### config.mk
export PLATFORM = sky130hd
export DESIGN_NAME = cam3
export DESIGN_NICKNAME = d
export VERILOG_FILES = /design/src/rtl/cam3.sv
export SDC_FILE = /design/constraint.sdc
export NUM_CORES = 1
export LEC_CHECK = 0
export ABC_AREA = 1
export CORE_MARGIN = 5
export CORE_UTILIZATION = 40
export CTS_BUF_LIST = sky130_fd_sc_hd__clkbuf_8 sky130_fd_sc_hd__clkbuf_16
export CTS_CLUSTER_SIZE = 25
export DETAILED_ROUTE_END_ITERATION = 12
export GPL_TIMING_DRIVEN = 0
export PLACE_DENSITY = 0.57
export SYNTH_ARGS = -nofsm -noshare
export SYNTH_HDL_FRONTEND = slang
export SYNTH_SLANG_ARGS = --single-unit
### constraint.sdc
create_clock -name clk -period 6 [get_ports clk]
set_clock_uncertainty 0.1 [all_clocks]
set_input_delay 0.9 -clock clk [delete_from_list [all_inputs] [get_ports clk]]
set_output_delay 0.9 -clock clk [all_outputs]
set_load 0.01 [all_outputs]
### src/rtl/cam3.sv
// Associative tag store with registered lookup, auto-allocating writes
// (update-in-place, then free slot, then round-robin victim) and invalidate-by-tag.
module cam3 #(
    parameter int BITS   = 8,
    parameter int TAG_SZ = 8,
    parameter int WORDS  = 8,
    localparam int AW    = $clog2(WORDS),
    localparam int CW    = $clog2(WORDS + 1)
) (
    input  logic              clk,
    input  logic              rst,
    input  logic              read,
    input  logic [TAG_SZ-1:0] check_tag,
    input  logic              write_,
    input  logic              alloc,
    input  logic [AW-1:0]     w_addr,
    input  logic [BITS-1:0]   wdata,
    input  logic [TAG_SZ-1:0] new_tag,
    input  logic              new_valid,
    input  logic              inv,
    input  logic [TAG_SZ-1:0] inv_tag,
    output logic              rd_valid,
    output logic              found_it,
    output logic [BITS-1:0]   data,
    output logic [AW-1:0]     hit_addr,
    output logic              multi_hit,
    output logic              wr_ack,
    output logic [AW-1:0]     wr_addr,
    output logic [CW-1:0]     count,
    output logic              full
);

    logic [TAG_SZ-1:0] tag_mem  [WORDS];
    logic [BITS-1:0]   data_mem [WORDS];
    logic [WORDS-1:0]  valid_mem;
    logic [AW-1:0]     victim;

    logic              lk_hit, lk_multi;
    logic [AW-1:0]     lk_addr;
    logic [BITS-1:0]   lk_data;
    logic              upd_hit, free_hit;
    logic [AW-1:0]     upd_addr, free_addr, target;
    logic [WORDS-1:0]  next_valid;
    logic [CW-1:0]     next_count;

    // All searches see pre-edge contents; same-cycle inv does not affect target choice.
    always_comb begin
        lk_hit    = 1'b0;
        lk_multi  = 1'b0;
        lk_addr   = '0;
        lk_data   = '0;
        upd_hit   = 1'b0;
        upd_addr  = '0;
        free_hit  = 1'b0;
        free_addr = '0;
        for (int i = 0; i < WORDS; i++) begin
            if (valid_mem[i] && tag_mem[i] == check_tag) begin
                if (lk_hit) begin
                    lk_multi = 1'b1;
                end else begin
                    lk_hit  = 1'b1;
                    lk_addr = AW'(i);
                    lk_data = data_mem[i];
                end
            end
            if (valid_mem[i] && tag_mem[i] == new_tag && !upd_hit) begin
                upd_hit  = 1'b1;
                upd_addr = AW'(i);
            end
            if (!valid_mem[i] && !free_hit) begin
                free_hit  = 1'b1;
                free_addr = AW'(i);
            end
        end

        if (!alloc)        target = w_addr;
        else if (upd_hit)  target = upd_addr;
        else if (free_hit) target = free_addr;
        else               target = victim;

        // Invalidate first, then let the write override its own entry.
        next_valid = valid_mem;
        for (int i = 0; i < WORDS; i++) begin
            if (inv && tag_mem[i] == inv_tag) next_valid[i] = 1'b0;
            if (!write_ && target == AW'(i))  next_valid[i] = new_valid;
        end

        next_count = '0;
        for (int i = 0; i < WORDS; i++) next_count = next_count + CW'(next_valid[i]);
    end

    always_ff @(posedge clk) begin
        if (rst) begin
            for (int i = 0; i < WORDS; i++) begin
                tag_mem[i]  <= '0;
                data_mem[i] <= '0;
            end
            valid_mem <= '0;
            victim    <= '0;
            rd_valid  <= 1'b0;
            found_it  <= 1'b0;
            multi_hit <= 1'b0;
            data      <= '0;
            hit_addr  <= '0;
            wr_ack    <= 1'b0;
            wr_addr   <= '0;
            count     <= '0;
            full      <= 1'b0;
        end else begin
            valid_mem <= next_valid;
            count     <= next_count;
            full      <= (next_count == CW'(WORDS));
            rd_valid  <= read;
            found_it  <= read && lk_hit;
            multi_hit <= read && lk_multi;
            if (read) begin
                data     <= lk_data;
                hit_addr <= lk_addr;
            end
            wr_ack <= !write_;
            if (!write_) begin
                wr_addr <= target;
                for (int i = 0; i < WORDS; i++) begin
                    if (target == AW'(i)) begin
                        tag_mem[i]  <= new_tag;
                        data_mem[i] <= wdata;
                    end
                end
                if (alloc && !upd_hit && !free_hit)
                    victim <= (victim == AW'(WORDS - 1)) ? '0 : victim + AW'(1);
            end
        end
    end

endmodule

==> impl_metrics.toml, run 1 <==
[placement]
port_buffers = 43
dp_hpwl_mm = 26.8
routabilityCongestion = 0.995

[route]
via_per_inst = 5.47
drt_pre_antenna_iters = 5
routedWlPerCell_um = 21.5
drt_iter0_markers = 1055
drc = 0
vias = 9236
drt_wl_total_mm = 36.4
ant_nets = 0

[clock_tree]
clkSinkCount = 162
cts_buffers = 17
postCtsHoldBufs = 0
h-tree-depth = 4
clk_pin_slew_ns = 0.08
cts_tree = "done"
clock_path_buffers = 2
worstSkewPairLatency_ns = 0.45
cts_root_buf = "clkbuf_16"

[power]
power_density_mw_per_mm2 = 243
power_leakage_nw = 5.00
totalPowerFinal_mw = 2.83
ir_drop_mv = 0.180

[critical_path]
r2r_cells = 26
r2r-end = "full$_SDFF_PP0_"
crit_required_ns = 6.26
path_class = "primary input to register"
rr_startpoint = "tag_mem[0][24]$_SDFFCE_PN0P_"
end_kind = "register"
critPathLaunchType = "primary input"
cp_max_fo = 11
regToRegSetupSlack_ns = 0.79
crit_arrival_ns = 6.05

[floorplanning]
start_util_pct = 40.4
core-area_sq_mm = 0.0251
die_area_sq_mm = 0.0287
die_w_um = 169
io_pins = 65
row_count = 58
fp.dieH_um = 169

[sta]
max_slew.worst_pin.slew_ns = 1.32
timing.final.hold_violations = 0
period_share_pct = 96.4
fin_crit_ns = 5.79
hold-worst-slack_ns = 0.351
report.final.slew_viol_count = 0
finalSetupTns_ns = 0
slew_headroom_pct = 11.1
max_clock_freq_ghz = 0.173
setup_viol = 0
rsz0062_at_grt = "no"

[global_routing]
grt_usage_pct = 25.2
overflow = 0
grt_pass1_vias = 8793
grt_start_max_net_pins = 20
grt_pass1_wl_mm = 53.7
antenna_found_initial = 0

[synth]
synth_edf_count = 128
ys_types = 55
async_flop_share_pct = 0
syn_nets = 1334
postSynthAreaPerCell_sq_um = 7.91
ys_ff_latch = 162
synth-main-ff-cell = "edfxtp_1"
synthCells = 1283
seq_area_frac_synth_pct = 44.6
netlist_area_sq_mm = 0.0102
yosysWarnings = 0

[job]
drv_cap = 0

[final_layout]
finalNetCount = 1396
finish.utilization_pct = 46.4
drive_gt1_share_pct = 10.3
antenna_cells = 0
syn2layout_area_growth_pct = 14.7

[outcome]
outcome = "finished, final reports clean"

[worst_hold_path]
min_to = "data[6]$_SDFFE_PP0P_"
min_path_type = "register to register"
hold_depth = 2
hp-start = "data[6]$_SDFFE_PP0P_"
## routing by layer
layer | vias to the layer above | GRT usage [%] | share of wire [%]
li1 | 4375 | - | -
met1 | 4362 | 32.4 | 41
met2 | 409 | 40.5 | 46
met3 | 90 | 5.82 | 8.6
met4 | 0 | 11.4 | 4.4
met5 | - | 0 | 0
## kinds of logic after synthesis
group           share of synthesized area [%]
simple gates                             30.8
flops                                    44.6
buf+inv                                  9.83
compound gates                           9.47
xor+xnor                                 3.97
fa+ha+maj                                1.41
## synth_stat cells (6+ instances only)
cell | count | area, sq um
nor3_1 | 27 | 135
nand2_1 | 334 | 1250
clkbuf_1 | 13 | 48.8
edfxtp_1 | 128 | 3840
nor2_1 | 172 | 646
nand4_1 | 32 | 200
o21ai_0 | 38 | 190
or2_2 | 6 | 37.5
nor2_2 | 14 | 87.6
o2111ai_1 | 11 | 96.3
inv_4 | 6 | 37.5
xor2_1 | 29 | 254
a21oi_1 | 25 | 125
nor4_1 | 12 | 75.1
inv_2 | 10 | 37.5
o211ai_1 | 12 | 90.1
buf_4 | 10 | 75.1
dfxtp_1 | 34 | 681
nand2_4 | 6 | 67.6
inv_1 | 172 | 646
xnor2_1 | 17 | 149
o21ai_1 | 11 | 55.1
o22ai_1 | 39 | 244
nand2_2 | 10 | 62.6
nand3b_1 | 6 | 45.0
nand3_1 | 41 | 205
buf_6 | 10 | 113
## worst max path at each step
stage / end / startpoint / slack [ns] / cells past startpoint
after floorplan: full$_SDFF_PP0_ / new_tag[0] / 0.89 / 27
after global placement: full$_SDFF_PP0_ / inv_tag[0] / -0.48 / 21
after detailed placement: full$_SDFF_PP0_ / inv_tag[0] / -0.42 / 21
after CTS: full$_SDFF_PP0_ / inv_tag[0] / 0.002 / 21
after global routing: full$_SDFF_PP0_ / inv_tag[1] / 0.01 / 21
final: full$_SDFF_PP0_ / inv_tag[0] / 0.21 / 18
## sequential cells by signal, summed over array words and instances (netlist names)
register,flops
data,8
found_it,1
tag_mem,64
rd_valid,1
valid_mem,8
hit_addr,3
wr_ack,1
full,1
wr_addr,3
data_mem,64
count,4
multi_hit,1
victim,3
## area by class of cell
class	instances	area, sq um
fillers	2563	13500
multi-input cells	892	4630
flip-flops and latches	162	4520
inverters	190	744
repair buffers	44	440
clock buffers	17	425
well taps	330	413
plain buffers	38	269
clock inverters	15	189
## cells in the final DEF (no fill, tap or decap), types with 29 or more instances in the layout
cell             netlist  layout
dfxtp_1               34      34
nor2_1               172     172
nand2_1              334     334
nand4_1               32      32
edfxtp_1             128     128
clkdlybuf4s50_1        0      42
o22ai_1               39      39
nand3_1               41      41
xor2_1                29      29
inv_1                172     170
o21ai_0               38      38
## stage by stage
| stage | instances | instance area, sq um | setup WS, ns |
|---|---|---|---|
| floorplan | 1283 | 10200 | 0.890 |
| global placement | 1656 | 11000 | -0.482 |
| detailed placement | 1656 | 11000 | -0.423 |
| CTS | 1688 | 11600 | 0.00219 |
| global route | 1688 | 11600 | 0.0143 |
| finish | 1688 | 11600 | 0.213 |
## power breakdown
part	leakage [nW]	switching [mW]	internal, mW
Sequential	1.61	0.0436	1.27
Combinational	3.09	0.274	0.125
Clock	0.296	0.556	0.566
Total	5.00	0.874	1.96
## timing repair
action | CTS | global route
buffers inserted | 0 | 1
resized for setup | 0 | 12
setup endpoints to repair | 0 | 3
## critical path: stages
cell             delay (ns)
clkdlybuf4s50_1        0.84
clkinvlp_4             0.50
a2111oi_0              0.88
a21boi_0               0.38
inv_1                  0.21
nand2_1                0.08
nand2_1                0.09
inv_1                  0.06
fa_1                   0.49
inv_1                  0.05
fa_1                   0.43
inv_1                  0.08
ha_1                   0.15
inv_1                  0.06
fa_1                   0.42
xor2_1                 0.17
nand3_1                0.09
nor3_1                 0.13
No activity file was read; power rests on OpenSTA's default activity.
==> inputs of run 2 (changes only) <==
--- a/config.mk
+++ b/config.mk
@@ -6,13 +6,12 @@
 export NUM_CORES = 1
 export LEC_CHECK = 0
 export ABC_AREA = 1
-export CORE_MARGIN = 5
-export CORE_UTILIZATION = 40
+export CORE_UTILIZATION = 42
 export CTS_BUF_LIST = sky130_fd_sc_hd__clkbuf_8 sky130_fd_sc_hd__clkbuf_16
 export CTS_CLUSTER_SIZE = 25
 export DETAILED_ROUTE_END_ITERATION = 12
 export GPL_TIMING_DRIVEN = 0
-export PLACE_DENSITY = 0.57
+export PLACE_DENSITY = 0.59
 export SYNTH_ARGS = -nofsm -noshare
 export SYNTH_HDL_FRONTEND = slang
 export SYNTH_SLANG_ARGS = --single-unit
==> run 2 against run 1 <==
Sequential power about the same. Critical path type unchanged. Routed wire length down 2.9%. Critical path depth up 3. Non-clock buffer count up 10. Combinational power up 1%. Utilization up 3.2 points. First-iteration DRC count down 3.6%. Register-to-register slack better by 0.04 ns. Clock power up 5%. Cell area up 0.60%. Power up 2.3%. Worst hold slack better by 0.00087 ns.
==> impl_metrics.toml, run 2 (synthesis gave the netlist of run 1 again) <==
[clock_tree]
cts_root_buf = "clkbuf_16"
worstSkewPairLatency_ns = 0.44
cts_buffers = 17
clk_pin_slew_ns = 0.07
cts_tree = "done"
clkSinkCount = 162
clock_path_buffers = 2
h-tree-depth = 4
postCtsHoldBufs = 0

[route]
drt_wl_total_mm = 35.3
dr_wl_met3_mm = 2.74
wl_met2_mm = 16.6
wl_met1_mm = 14.1
routedWlPerCell_um = 20.9
top_layer = "met4"
vias = 9244
drt_pre_antenna_iters = 6
drt_iter0_markers = 1017
ant_nets = 0
drc = 0
via_per_inst = 5.48

[final_layout]
seqCellArea_sq_mm = 0.00452
finalNetCount = 1406
multi_input_area_sq_mm = 0.00464
antenna_cells = 0
final-instance-count-excl-fill = 1687
fillCellCount = 2331
reg_top3 = "data_mem x64, tag_mem x64"
mostFrequentLayoutCells = "nand2_1, nor2_1, inv_1"
finish.utilization_pct = 49.6
drive_gt1_share_pct = 10.7
final_common_cell = "nand2_1"
syn2layout_area_growth_pct = 15.3

[floorplanning]
die_area_sq_mm = 0.0248
core-area_sq_mm = 0.0236
start_util_pct = 43.0
fp.dieH_um = 157
row_count = 56
die_w_um = 157
io_pins = 65

[placement]
routabilityCongestion = 1.01
dp.cells = 1645
place_ws_ns = -0.291
dp_hpwl_mm = 26.0
port_buffers = 43

[global_routing]
grt_start_max_net_pins = 17
antenna_found_initial = 0
grt_pass1_vias = 8693
overflow = 0
grt_usage_pct = 29.6
grt_pass1_wl_mm = 52.4

[critical_path]
cp_max_fo = 10
path_class = "primary input to register"
crit_required_ns = 6.25
r2r_cells = 31
critPathLaunchType = "primary input"
crit_arrival_ns = 5.97
end_kind = "register"

[power]
power_density_mw_per_mm2 = 247
power_leakage_nw = 5.05
power_switching_mw = 0.818
seq_power_share_pct = 45.2
ir_drop_mv = 0.187
combPwrFrac_pct = 14.0
internal_power_mw = 2.08
clock_power_share_pct = 40.9
switching_share_pct = 28.2

[sta]
timing.final.hold_violations = 0
setup_viol = 0
postLayoutSetupSlackWorst_ns = 0.287
max_clock_freq_ghz = 0.175
max_slew.worst_pin.slew_ns = 1.16
fin_crit_ns = 5.71
slew_headroom_pct = 21.9
period_share_pct = 95.2
rsz0062_at_grt = "no"
report.final.slew_viol_count = 0

[job]
drv_cap = 0

[outcome]
outcome = "finished, final reports clean"

[worst_hold_path]
hold_depth = 2
min_path_type = "register to register"
==> run 2: changes by cell type in the layout (fill, tap and decap cells not counted), moves of 2 or more <==
cell	before	now
clkbuf_1	9	12
clkbuf_2	3	1
bufinv_16	0	3
buf_4	10	19
clkinv_8	7	0
==> run 2: per-stage QoR <==
step	TNS [ns]	power (mW)	area, sq um	hold WS (ns)
after global routing	0	2.98	11700	0.374
final	0	2.90	11700	0.352
after global placement	-0.642	1.72	11000	0.340
after floorplan	0	1.57	10200	0.341
after CTS	0	2.88	11600	0.355
after detailed placement	-0.635	1.72	11000	0.339
==> run 2: path summary, 6_finish.rpt <==
path | start | slack, ns | endpoint
max reg2reg | tag_mem[1][25]$_DFFE_PP_ | 0.83 | full$_SDFF_PP0_
max | inv_tag[0] | 0.29 | full$_SDFF_PP0_
min reg2reg | data[3]$_SDFFE_PP0P_ | 0.35 | data[3]$_SDFFE_PP0P_
min | data[3]$_SDFFE_PP0P_ | 0.35 | data[3]$_SDFFE_PP0P_
==> run 2: layout make-up <==
class | count | area share, %
multi-input cells | 892 | 39.6
flip-flops and latches | 162 | 38.6
clock inverters | 14 | 1.61
well taps | 319 | 3.41
repair buffers | 53 | 4.34
clock buffers | 18 | 3.75
plain buffers | 39 | 2.31
inverters | 190 | 6.33
==> run 2: repair_timing <==
action | in CTS | in global routing
setup endpoints to repair | 0 | 3
resized for setup | 0 | 8
endpoints found under the hold margin | 0 | 0
setup buffers | 0 | 10
==> run 2: power by group through the flow <==
stage          sequential, mW  clock (mW)  combinational [mW]
5_1_grt                  1.31        1.23               0.436
3_5_place_dp             1.33           0               0.389
2_1_floorplan            1.32           0               0.252
6_report                 1.31        1.18               0.404
3_3_place_gp             1.33           0               0.388
4_1_cts                  1.31        1.18               0.391
==> run 2: routing by layer <==
layer  up-vias  global-route usage, %
li1       4380                      -
met1      4317                   37.0
met2       430                   49.0
met3       117                   4.85
met4         0                   15.5
met5         -                      0
==> run 2: critical path: stages <==
cell and delay (ns):
clkdlybuf4s50_1 0.66, inv_1 0.16, clkbuf_1 0.49, o22ai_1 0.14
nor4_1 0.24, o2111ai_1 0.15, o31ai_1 0.51, nand2_1 0.10
nand2_1 0.11, fa_1 0.42, inv_1 0.08, fa_1 0.40
inv_1 0.08, fa_1 0.40, inv_1 0.07, ha_1 0.16
inv_1 0.06, fa_1 0.43, xor2_1 0.18, nand3_1 0.09
nor3_1 0.12
